### config.mk
export PLATFORM = sky130hd
export DESIGN_NAME = resp_encoder_flat
export DESIGN_NICKNAME = d
export VERILOG_FILES = /design/src/rtl/resp_encoder_pkg.sv /design/src/rtl/resp_encoder_if.sv /design/src/rtl/resp_encoder_fifo.sv /design/src/rtl/resp_encoder.sv /design/src/flat_wrapper.sv
export SDC_FILE = /design/constraint.sdc
export NUM_CORES = 2
export LEC_CHECK = 0
export ABC_CLOCK_PERIOD_IN_PS = 3100
export CAP_MARGIN = 20
export CELL_PAD_IN_SITES_DETAIL_PLACEMENT = 2
export CELL_PAD_IN_SITES_GLOBAL_PLACEMENT = 2
export CORE_ASPECT_RATIO = 1.1
export CORE_MARGIN = 2
export CORE_UTILIZATION = 40
export CTS_BUF_LIST = sky130_fd_sc_hd__clkbuf_16
export DETAILED_ROUTE_END_ITERATION = 6
export DONT_BUFFER_PORTS = 1
export GPL_TIMING_DRIVEN = 1
export PLACE_DENSITY_LB_ADDON = 0.12
export RECOVER_POWER = 25
export SYNTH_ARGS = -nofsm -noshare
export SYNTH_HDL_FRONTEND = slang
export SYNTH_SLANG_ARGS = --single-unit
### constraint.sdc
create_clock -name clk -period 3.1 [get_ports clk]
set_input_delay 0.62 -clock clk [delete_from_list [all_inputs] [get_ports clk]]
set_output_delay 0.62 -clock clk [all_outputs]
set_load 0.005 [all_outputs]
### src/rtl/resp_encoder_pkg.sv
`default_nettype none
// ============================================================================
// Module      : resp_encoder_pkg
// Description : Shared framing constants and FSM state encoding for the
//               host-link response encoder.
//               C_PREFIX    - start-of-frame marker byte
//               C_ADDR_AST  - address byte of the board-side node
//               C_ADDR_HOST - address byte of the host (destination here)
// Revision    : 1.0 - initial release
// ============================================================================
package resp_encoder_pkg;

  localparam logic [7:0] C_PREFIX    = 8'hA5;
  localparam logic [7:0] C_ADDR_AST  = 8'h01;
  localparam logic [7:0] C_ADDR_HOST = 8'h80;

  typedef enum logic [2:0] {
    ST_COLLECT     = 3'd0,
    ST_SEND_PREFIX = 3'd1,
    ST_SEND_ADDR   = 3'd2,
    ST_SEND_SRC    = 3'd3,
    ST_SEND_LEN    = 3'd4,
    ST_SEND_DATA   = 3'd5,
    ST_SEND_CRC    = 3'd6
  } state_e;

endpackage
`default_nettype wire

### src/rtl/resp_encoder_if.sv
`default_nettype none
// ============================================================================
// Module      : resp_encoder_if
// Description : Payload-in and UART-byte-out signals of the response encoder.
//   data_in/data_valid/data_last/src_id : payload source -> encoder
//   data_ready                          : encoder -> payload source
//   tx_data/tx_valid                    : encoder -> UART transmitter
//   tx_ready                            : UART transmitter -> encoder
//   busy                                : frame in transmission
//   master : environment side (source + transmitter), slave : the encoder
// Revision    : 1.0 - initial release
// ============================================================================
interface resp_encoder_if;
  logic [7:0] data_in;
  logic       data_valid;
  logic       data_last;
  logic [7:0] src_id;
  logic       data_ready;
  logic [7:0] tx_data;
  logic       tx_valid;
  logic       tx_ready;
  logic       busy;

  modport master (
    output data_in, data_valid, data_last, src_id, tx_ready,
    input  data_ready, tx_data, tx_valid, busy
  );

  modport slave (
    input  data_in, data_valid, data_last, src_id, tx_ready,
    output data_ready, tx_data, tx_valid, busy
  );
endinterface
`default_nettype wire

### src/rtl/resp_encoder_fifo.sv
`default_nettype none
// ============================================================================
// Module      : resp_fifo
// Description : Synchronous show-ahead FIFO (q shows the head entry while
//               not empty; rdreq pops it). Default 256 x 8.
//   clk, nrst (async clear, active-low), sclr (sync clear)
//   wrreq/data : push,  rdreq/q : pop,  empty/full : status
// Revision    : 1.0 - initial release
// ============================================================================
module resp_fifo #(
  parameter int DEPTH_LOG2 = 8,
  parameter int WIDTH      = 8
) (
  input  logic             clk,
  input  logic             nrst,
  input  logic             sclr,
  input  logic             wrreq,
  input  logic             rdreq,
  input  logic [WIDTH-1:0] data,
  output logic [WIDTH-1:0] q,
  output logic             empty,
  output logic             full
);

  localparam int C_DEPTH = 1 << DEPTH_LOG2;

  logic [WIDTH-1:0]      mem_q [C_DEPTH];
  logic [DEPTH_LOG2-1:0] wr_ptr_q;
  logic [DEPTH_LOG2-1:0] rd_ptr_q;
  logic [DEPTH_LOG2:0]   count_q;
  logic                  w_wr_en;
  logic                  w_rd_en;

  assign w_wr_en = wrreq & ~full;
  assign w_rd_en = rdreq & ~empty;

  // Storage is not reset; only the pointers define valid content.
  always_ff @(posedge clk) begin
    if (w_wr_en) mem_q[wr_ptr_q] <= data;
  end

  always_ff @(posedge clk or negedge nrst) begin
    if (!nrst) begin
      wr_ptr_q <= '0;
      rd_ptr_q <= '0;
      count_q  <= '0;
    end else if (sclr) begin
      wr_ptr_q <= '0;
      rd_ptr_q <= '0;
      count_q  <= '0;
    end else begin
      if (w_wr_en) wr_ptr_q <= wr_ptr_q + 1'b1;
      if (w_rd_en) rd_ptr_q <= rd_ptr_q + 1'b1;
      count_q <= count_q + {{DEPTH_LOG2{1'b0}}, w_wr_en}
                         - {{DEPTH_LOG2{1'b0}}, w_rd_en};
    end
  end

  assign q     = mem_q[rd_ptr_q];
  assign empty = (count_q == '0);
  assign full  = count_q[DEPTH_LOG2];

endmodule
`default_nettype wire

### src/rtl/resp_encoder.sv
`default_nettype none
// ============================================================================
// Module      : resp_encoder
// Description : Transmit-side framer for the host serial link. Buffers one
//               payload, then emits PREFIX, ADDR_HOST, SRC, LEN, DATA[LEN],
//               CRC (mod-256 sum of DATA) to the UART transmitter.
//   clk, nrst : clock, asynchronous active-low reset
//   bus       : resp_encoder_if.slave (payload in, tx bytes out, busy)
//   MAX_LEN   : payload bytes that force a frame close (1..255)
//   FLUSH_CYC : idle clocks before a partial frame is flushed
// Optional    : RESP_ENC_AUTO_FLUSH_EN enables the idle auto-flush timer.
// Revision    : 1.0 - initial release
// ============================================================================
module resp_encoder
  import resp_encoder_pkg::*;
#(
  parameter int MAX_LEN   = 255,
  parameter int FLUSH_CYC = 50000
) (
  input  logic          clk,
  input  logic          nrst,
  resp_encoder_if.slave bus
);

  localparam logic [7:0] C_MAX_LEN = 8'(MAX_LEN);

  state_e     state_q, state_d;
  logic [7:0] cnt_q, cnt_d;
  logic [7:0] crc_q, crc_d;
  logic [7:0] src_q, src_d;
  logic [7:0] pos_q, pos_d;
  logic [7:0] tx_data_q, tx_data_d;
  logic       tx_valid_q, tx_valid_d;
  logic       busy_q, busy_d;

  logic       w_ready;
  logic       w_accept;
  logic       w_tx_fire;
  logic       w_flush;
  logic       w_fifo_rd;
  logic [7:0] w_fifo_q;
  logic       w_fifo_empty;
  logic       w_fifo_full;

  assign w_ready   = (state_q == ST_COLLECT) & ~w_fifo_full;
  assign w_accept  = bus.data_valid & w_ready;
  assign w_tx_fire = tx_valid_q & bus.tx_ready;

`ifdef RESP_ENC_AUTO_FLUSH_EN
  logic [31:0] idle_q, idle_d;

  // Counts idle clocks only while a partial payload is pending.
  always_comb begin
    idle_d = '0;
    if ((state_q == ST_COLLECT) && (cnt_q != 8'd0) && !w_accept)
      idle_d = idle_q + 32'd1;
  end

  always_ff @(posedge clk or negedge nrst) begin
    if (!nrst) idle_q <= '0;
    else       idle_q <= idle_d;
  end

  assign w_flush = (state_q == ST_COLLECT) && (cnt_q != 8'd0) &&
                   (idle_q == 32'(FLUSH_CYC - 1));
`else
  // The flush timeout only matters when the auto-flush timer is built in.
  logic w_unused_flush_cfg;
  assign w_unused_flush_cfg = ^32'(FLUSH_CYC);
  assign w_flush = 1'b0;
`endif

  resp_fifo #(.DEPTH_LOG2(8), .WIDTH(8)) u_fifo (
    .clk   (clk),
    .nrst  (nrst),
    .sclr  (1'b0),
    .wrreq (w_accept),
    .rdreq (w_fifo_rd & ~w_fifo_empty),
    .data  (bus.data_in),
    .q     (w_fifo_q),
    .empty (w_fifo_empty),
    .full  (w_fifo_full)
  );

  // tx_data/tx_valid are loaded with the byte belonging to the state being
  // entered, so the output register always matches the current send state.
  always_comb begin
    state_d    = state_q;
    cnt_d      = cnt_q;
    crc_d      = crc_q;
    src_d      = src_q;
    pos_d      = pos_q;
    tx_data_d  = tx_data_q;
    tx_valid_d = tx_valid_q;
    busy_d     = busy_q;
    w_fifo_rd  = 1'b0;

    case (state_q)
      ST_COLLECT: begin
        if (w_accept) begin
          cnt_d = cnt_q + 8'd1;
          crc_d = crc_q + bus.data_in;
          if (cnt_q == 8'd0) src_d = bus.src_id;
        end
        if ((w_accept && (bus.data_last || (cnt_q + 8'd1 == C_MAX_LEN))) ||
            (!w_accept && w_flush)) begin
          state_d    = ST_SEND_PREFIX;
          tx_data_d  = C_PREFIX;
          tx_valid_d = 1'b1;
          busy_d     = 1'b1;
        end
      end
      ST_SEND_PREFIX: if (w_tx_fire) begin
        state_d   = ST_SEND_ADDR;
        tx_data_d = C_ADDR_HOST;
      end
      ST_SEND_ADDR: if (w_tx_fire) begin
        state_d   = ST_SEND_SRC;
        tx_data_d = src_q;
      end
      ST_SEND_SRC: if (w_tx_fire) begin
        state_d   = ST_SEND_LEN;
        tx_data_d = cnt_q;
      end
      ST_SEND_LEN: if (w_tx_fire) begin
        // Show-ahead head is the first payload byte; pop it as it is loaded.
        state_d   = ST_SEND_DATA;
        tx_data_d = w_fifo_q;
        w_fifo_rd = 1'b1;
        pos_d     = 8'd1;
      end
      ST_SEND_DATA: if (w_tx_fire) begin
        // pos_q = payload bytes already loaded into the output register.
        if (pos_q == cnt_q) begin
          state_d   = ST_SEND_CRC;
          tx_data_d = crc_q;
        end else begin
          tx_data_d = w_fifo_q;
          w_fifo_rd = 1'b1;
          pos_d     = pos_q + 8'd1;
        end
      end
      ST_SEND_CRC: if (w_tx_fire) begin
        state_d    = ST_COLLECT;
        tx_valid_d = 1'b0;
        busy_d     = 1'b0;
        cnt_d      = 8'd0;
        crc_d      = 8'd0;
        pos_d      = 8'd0;
      end
      default: begin
        state_d    = ST_COLLECT;
        tx_valid_d = 1'b0;
        busy_d     = 1'b0;
      end
    endcase
  end

  always_ff @(posedge clk or negedge nrst) begin
    if (!nrst) begin
      state_q    <= ST_COLLECT;
      cnt_q      <= 8'd0;
      crc_q      <= 8'd0;
      src_q      <= 8'd0;
      pos_q      <= 8'd0;
      tx_data_q  <= 8'd0;
      tx_valid_q <= 1'b0;
      busy_q     <= 1'b0;
    end else begin
      state_q    <= state_d;
      cnt_q      <= cnt_d;
      crc_q      <= crc_d;
      src_q      <= src_d;
      pos_q      <= pos_d;
      tx_data_q  <= tx_data_d;
      tx_valid_q <= tx_valid_d;
      busy_q     <= busy_d;
    end
  end

  assign bus.data_ready = w_ready;
  assign bus.tx_data    = tx_data_q;
  assign bus.tx_valid   = tx_valid_q;
  assign bus.busy       = busy_q;

endmodule
`default_nettype wire

### src/flat_wrapper.sv
// flat-port wrapper written by rule: the top's interface ports become plain ports
module resp_encoder_flat import resp_encoder_pkg::*;
#(
  parameter int MAX_LEN   = 255,
  parameter int FLUSH_CYC = 50000
)
  (clk, nrst, bus_data_in, bus_data_valid, bus_data_last, bus_src_id, bus_tx_ready, bus_data_ready, bus_tx_data, bus_tx_valid, bus_busy);
  resp_encoder_if bus_i ();
  input  logic clk;
  input  logic nrst;
  input wire logic [$bits(bus_i.data_in)-1:0] bus_data_in;
  input wire logic [$bits(bus_i.data_valid)-1:0] bus_data_valid;
  input wire logic [$bits(bus_i.data_last)-1:0] bus_data_last;
  input wire logic [$bits(bus_i.src_id)-1:0] bus_src_id;
  input wire logic [$bits(bus_i.tx_ready)-1:0] bus_tx_ready;
  output wire logic [$bits(bus_i.data_ready)-1:0] bus_data_ready;
  output wire logic [$bits(bus_i.tx_data)-1:0] bus_tx_data;
  output wire logic [$bits(bus_i.tx_valid)-1:0] bus_tx_valid;
  output wire logic [$bits(bus_i.busy)-1:0] bus_busy;
  assign bus_i.data_in = bus_data_in;
  assign bus_i.data_valid = bus_data_valid;
  assign bus_i.data_last = bus_data_last;
  assign bus_i.src_id = bus_src_id;
  assign bus_i.tx_ready = bus_tx_ready;
  assign bus_data_ready = bus_i.data_ready;
  assign bus_tx_data = bus_i.tx_data;
  assign bus_tx_valid = bus_i.tx_valid;
  assign bus_busy = bus_i.busy;
  resp_encoder #(.MAX_LEN(MAX_LEN), .FLUSH_CYC(FLUSH_CYC)) u_core (.clk(clk), .nrst(nrst), .bus(bus_i));
endmodule
# == Yosys cells after proc, flatten, opt, wreduce, memory -nomap -nowiden ==
# Memories as Yosys holds them, arrays and structs flattened.
# Cells that the tools add are included.
# totals
register_bits,69
n_memories,1
out_inout_bits,11
wordCells,95
mem_bits_rw,2048
in_bits,21
# op_classes
muxes,35
eq_ne,18
n_reduce_logical,15
n_bitwise,9
add_sub_neg,7
# memory_table
memory,words,word_bits,read_ports,rd_ports_with_merged_regs,write_ports,line,source
u_core.u_fifo.mem_q,256,8,1,0,1,resp_encoder_fifo.sv:27,logic [WIDTH-1:0] mem_q [C_DEPTH];
# ops
operator,n
$mux 8,13
$pmux 8 s6,1
$add 8x1->8 const B,4
$pmux 8 s2,2
$mux 3,8
$pmux 8 s3,1
$pmux 3 s7,1
$ne 2x1->1 const B,7
$add 9x1->9,1
$eq 3x3->1 const B,3
$logic_not 9->1,1
$reduce_and 3->1,3
$sub 9x1->9,1
$add 8x8->8,1
$eq 8x8->1,1
$eq 8x8->1 const B,1
$logic_not 8->1,1
$reduce_and 8->1,1
$mux 1,7
$reduce_and 7->1,1
$and 1x1->1,6
$eq 3x2->1 const B,2
$ne 2x2->1 const B,3
$reduce_bool 6->1,1
11 further kinds,13

# == Logic depth before layout (Yosys ltp) ==
# logic_depth
depth_word,7
depth_mapped,16
depth_no_buf,15

# == Modules after synthesis ==
# From an unflattened synthesis, not the netlist that was laid out.
# hier_totals
hier_cells,4202
area_unflattened_um2,83706.5
# modules_own_cells
module,seq_area_each_um2,cells_per_inst,area_per_inst_um2,n_inst
resp_fifo,62124.6,3896,80862.6,1
resp_encoder,1101.1,306,2844.0,1

# == Worst setup path after synthesis ==
# Ideal clock, no wire load.
# synth_timing
path_type,register to register
startpoint,register u_core.cnt_q[3]
endpoint,register u_core.u_fifo.count_q[8]
synth_period_minus_slack_ps,3444
setup_time_ps,125
arrival_ps,3319
slack_ps,-344
stages_incl_launch_ff,17
required_time_ps,2975
n_path_buf,1
cell_sequence,dfrtp_1 > clkbuf_1 > xnor2_1 > nand4_1 > o31ai_1 > a311oi_2 > ha_1 > inv_1 > ha_1 > fa_1 > a21oi_1 > o21bai_1 > a21oi_1 > o21bai_1 > a21oi_1 > o21bai_1 > xnor2_1
# synth_via
elab_chain_len,7
# synth_rtl
item,line,source
from (decl),resp_encoder.sv:28,"logic [7:0] cnt_q, cnt_d;"
from (signal assigned),resp_encoder.sv:171,cnt_q <= cnt_d;
$eq 8x8->1,resp_encoder.sv:134,if (pos_q == cnt_q) begin
$mux 1,resp_encoder.sv:134,
$mux 1,resp_encoder.sv:132,ST_SEND_DATA: if (w_tx_fire) begin
$pmux 1 s2,resp_encoder.sv:98,case (state_q)
$and 1x1->1,resp_encoder.sv:78,".rdreq (w_fifo_rd & ~w_fifo_empty),"
$and 1x1->1,resp_encoder_fifo.sv:35,assign w_rd_en = rdreq & ~empty;
named net u_core.u_fifo.w_rd_en,resp_encoder_fifo.sv:32,logic w_rd_en;
$sub 9x1->9,resp_encoder_fifo.sv:55,"- {{DEPTH_LOG2{1'b0}}, w_rd_en};"
to (signal assigned),resp_encoder_fifo.sv:54,"count_q <= count_q + {{DEPTH_LOG2{1'b0}}, w_wr_en}"
to (decl),resp_encoder_fifo.sv:30,logic [DEPTH_LOG2:0] count_q;
# The timed path passes the listed nets, and every way through them passes these cells.
# A chain may end at the register's enable or synchronous reset.

# == Final worst setup path ==
# layout_timing
startpoint,register u_core.u_fifo.rd_ptr_q[0]
endpoint,register u_core.tx_data_q[6] (netlist: u_core.bus.tx_data[6])
# layout_via
elab_chain_len,4
word_cells_on_any_way,5
classes_between,mux (4); memory (1)
# layout_rtl
item,line,source
from (decl),resp_encoder_fifo.sv:29,logic [DEPTH_LOG2-1:0] rd_ptr_q;
from (signal assigned),resp_encoder_fifo.sv:53,if (w_rd_en) rd_ptr_q <= rd_ptr_q + 1'b1;
$mem_v2 256x8 (*),n/a,
$mux 8,resp_encoder.sv:134,
$mux 8,resp_encoder.sv:132,
$pmux 8 s6 (*),resp_encoder.sv:98,
to (signal assigned),resp_encoder.sv:175,tx_data_q <= tx_data_d;
to (decl),resp_encoder.sv:32,"logic [7:0] tx_data_q, tx_data_d;"
# Every way passes the cells marked *; elsewhere a longest branch is shown, timed or not. The select of a mux whose other input is x is not followed.

==> impl_metrics.csv <==
group,metric,value,unit
outcome,status,"finished with violations",
outcome,violations,"capacitance limit, slew limit, setup timing",
drt,dr.pass1.iters,5,
final_layout,stdcell_area,101400,sq um
clock_tree,clock-sinks,2117,
clock_tree,cts_buffers,222,
final_layout,multi_input_area,19920,sq um
synthesis,synth_top_area_cell,"edfxtp_1",
floorplanning,die-width,441.3,um
floorplanning,die-area,214000,sq um
drt,drc,0,
final_layout,register_area,63240,sq um
final_layout,nNetsFinal,4932,
worst_setup_path,required,3820,ps
drt,first_iter_violations,4503,
worst_setup_path,worstSetupPathType,"reg -> reg",
placement,placed_area,91830,sq um
clock_tree,cts_max_level,4,
placement,gp_congestion,0.8229,
worst_setup_path,crit_arrival,3900,ps
timing,setup_slack,-73.71,ps
timing,tightest_slew,3087,ps
drt,ant_nets,0,
job,cap_violations,6,
drt,routed_wl,290600,um
synthesis,yosys_warnings,0,
synthesis,yosys_register_bits,2117,
global_routing,grt_start_max_net_pins,239,
final_layout,final_cell_count_no_fill,7832,
hold_path,min_path_type,"in -> reg",
synthesis,synth_area_leaders,"edfxtp_1 73%, mux4_2 10%, mux4_1 3.1%, dfrtp_1 2.1%, nor2_1 1.4%",
placement,post-dp-hpwl,176900,um
floorplanning,rows,176,
global_routing,grt.total_usage,0.2711,
synthesis,ys_top_cells_by_count,"2048 x edfxtp_1, 386 x mux4_2, 308 x nor2_1, 123 x nand2_1, 104 x mux2i_1",
global_routing,grt_overflow,0,
final_layout,fin_util,0.4852,
clock_tree,clk_path_buf_depth,3,
global_routing,grt_pass1_wl,402000,um
worst_setup_path,rrSetupSlack,-70,ps
worst_setup_path,worstSetupStartpointType,"flop",
power_and_ir_drop,finalPower,0.05798,W
timing,fin_crit_sh,1.024,
clock_tree,cts_root_buffer,"clkbuf_16",
final_layout,layout-drive-gt1-share,0.3333,
timing,finalClockSkew,35.43,ps
synthesis,syn_avg_cell_area,20.63,sq um
timing,hold_viol,0,
synthesis,yosys.cell_count.top_type,"edfxtp_1",
floorplanning,num_io_pins,32,
global_routing,grt_pass1_vias,49070,
floorplanning,core_area,209000,sq um
worst_setup_path,worstPathMaxFanout,9,
final_layout,fillers,18350,
placement,dp_slack,-561.5,ps
timing,clock.fmax,315.1,MHz
timing,finalSetupViolations,4,
worst_setup_path,end_kind,"flop",
synthesis,synthArstFlopShare,0.03259,
synthesis,synth_area,84130,sq um
clock_tree,cts_tree,"built",
synthesis,synthFlopType,"edfxtp_1",
power_and_ir_drop,p_per_area,571.8,nW/um^2
synthesis,netlist_instances,4078,
synthesis,synth_top_area_frac,0.7310,
clock_tree,clock_latency,880,ps
placement,portBuffers,0,
power_and_ir_drop,leakage,33.97,nW
timing,max_slew_margin,-1.058,
floorplanning,initial_core_util,0.4026,
timing,rsz0062_at_grt,"yes",
timing,period_needed,3174,ps
synthesis,yosysSeqAreaShare,0.7516,
timing,maxSlewViolCount,346,
drt,viasPerCell,5.919,
synthesis,synth_edf_count,2048,
synthesis,synth_cell_types,81,
floorplanning,die_h,485.0,um
drt,routed_wire_length_per_instance,37.11,um
final_layout,area.growth.synth_to_final,20.53,%
synthesis,syn_nets,4129,
drt,num_vias,46360,
power_and_ir_drop,vdd_drop_max,637.3,uV
clock_tree,cts.clk_slew.worst_paths,60,ps
placement,dp_cells,7292,
global_routing,antenna_found_initial,14,
-- cells by family (layout without fill, tap and decap cells) --
group	after synthesis	count (layout)	synth area share
mux	615	615	0.1503
flops	2117	2117	0.7516
compound gates	411	411	0.03491
xor+xnor	46	46	0.004789
fa+ha+maj	30	30	0.004640
simple gates	584	584	0.03058
other cells	0	5	0
buf+inv	275	1265	0.02325
-- critical path: stages, from the launching register on --
cell	delay [ps]
dfrtp_4	500
buf_12	150
buf_12	150
buf_4	140
buf_12	140
buf_8	130
mux4_2	430
mux4_2	600
nand2_2	110
nand2_2	70
o211ai_1	390
o211ai_1	180
-- state kept, by name, summed over array words and instances, names as in the netlist --
register,flops
u_core.bus.tx_data,8
u_core.bus.tx_valid,1
u_core.cnt_q,8
u_core.crc_q,8
u_core.pos_q,8
u_core.src_q,8
u_core.state_q,3
u_core.u_fifo.count_q,9
u_core.u_fifo.mem_q,2048
u_core.u_fifo.rd_ptr_q,8
u_core.u_fifo.wr_ptr_q,8
-- stage by stage --
stage / setup TNS, ps / hold WS (ps)
after floorplan: -0.6350 / 324.4
after global placement: -2803 / 327.9
after detailed placement: -3077 / 327.9
after CTS: -286.7 / 0.9159
after global routing: -594.5 / 36.88
final: -250.0 / 109.8
-- layout make-up --
| class | count | area share |
|---|---|---|
| Sequential cell | 2117 | 0.6237 |
| Multi-Input combinational cell | 1686 | 0.1965 |
| Timing Repair Buffer | 820 | 0.07436 |
| Clock buffer | 228 | 0.05627 |
| Tap cell | 2759 | 0.03404 |
| Clock inverter | 183 | 0.01373 |
| Inverter | 34 | 0.001320 |
| Antenna cell | 5 | 0.0001234 |
-- path summary, 6_finish.rpt --
check,start,end,cells past startpoint
setup / recovery,u_core.u_fifo.rd_ptr_q[0]$_DFFE_PN0P_,u_core.bus.tx_data[6]$_DFFE_PN0P_,11
hold / removal,bus_data_in[0],u_core.u_fifo.mem_q[206][0]$_DFFE_PP_,0
setup reg to reg,u_core.u_fifo.rd_ptr_q[0]$_DFFE_PN0P_,u_core.bus.tx_data[6]$_DFFE_PN0P_,11
hold reg to reg,u_core.crc_q[2]$_DFFE_PN0P_,u_core.crc_q[2]$_DFFE_PN0P_,1
max in group asynchronous,nrst,u_core.u_fifo.rd_ptr_q[0]$_DFFE_PN0P_,2
min in group asynchronous,nrst,u_core.u_fifo.count_q[3]$_DFF_PN0_,2
-- per-layer routing --
metal,share of wire,global-route usage,up-vias
met3,0.060,0.04023,442
li1,-,-,18600
met1,0.41,0.3634,25680
met5,0.00016,0,-
met2,0.50,0.4560,1632
met4,0.035,0.08433,6
-- where the power goes --
part	switching, W	total [W]	internal [W]	leakage (nW)
combinational	0.000275	0.000325	0.0000500	11.0
clock	0.0114	0.0263	0.0149	3.68
sequential	0	0.0314	0.0314	19.3
-- layout by cell type, fill, tap and decap left out, drive strengths merged, types with 7 or more instances in the layout --
master,synthesis,layout
nor2,309,309
a311oi,10,10
a221oi,41,41
and3,8,8
xnor2,26,26
mux2,25,25
clkbuf,111,237
clkinv,2,102
mux4,486,486
buf,130,770
a22o,31,31
bufinv,0,20
xor2,20,20
edfxtp,2048,2048
o211ai,13,13
a31oi,12,12
and2,8,8
o22ai,30,30
dlygate4sd3,0,36
inv,32,84
o221ai,12,12
nand3,27,27
a2111oi,9,9
mux2i,104,104
nand4,22,22
clkinvlp,0,11
a21oi,70,70
ha,28,28
nor2b,15,15
o311ai,7,7
nand2b,13,13
dfrtp,69,69
nand2,124,124
nor4,11,11
a211oi,12,12
a22oi,70,70
nor3,18,18
o21ai,50,50
o21bai,9,9
-- repair_timing --
action,CTS,global route
hold buffers,45,0
endpoints found under the setup margin,11,159
hold endpoints to repair,569,0
gates resized for setup,118,118
buffers inserted,39,34
pin swaps,38,45
cloned,5,4
Power figures use the tool's default switching activity.
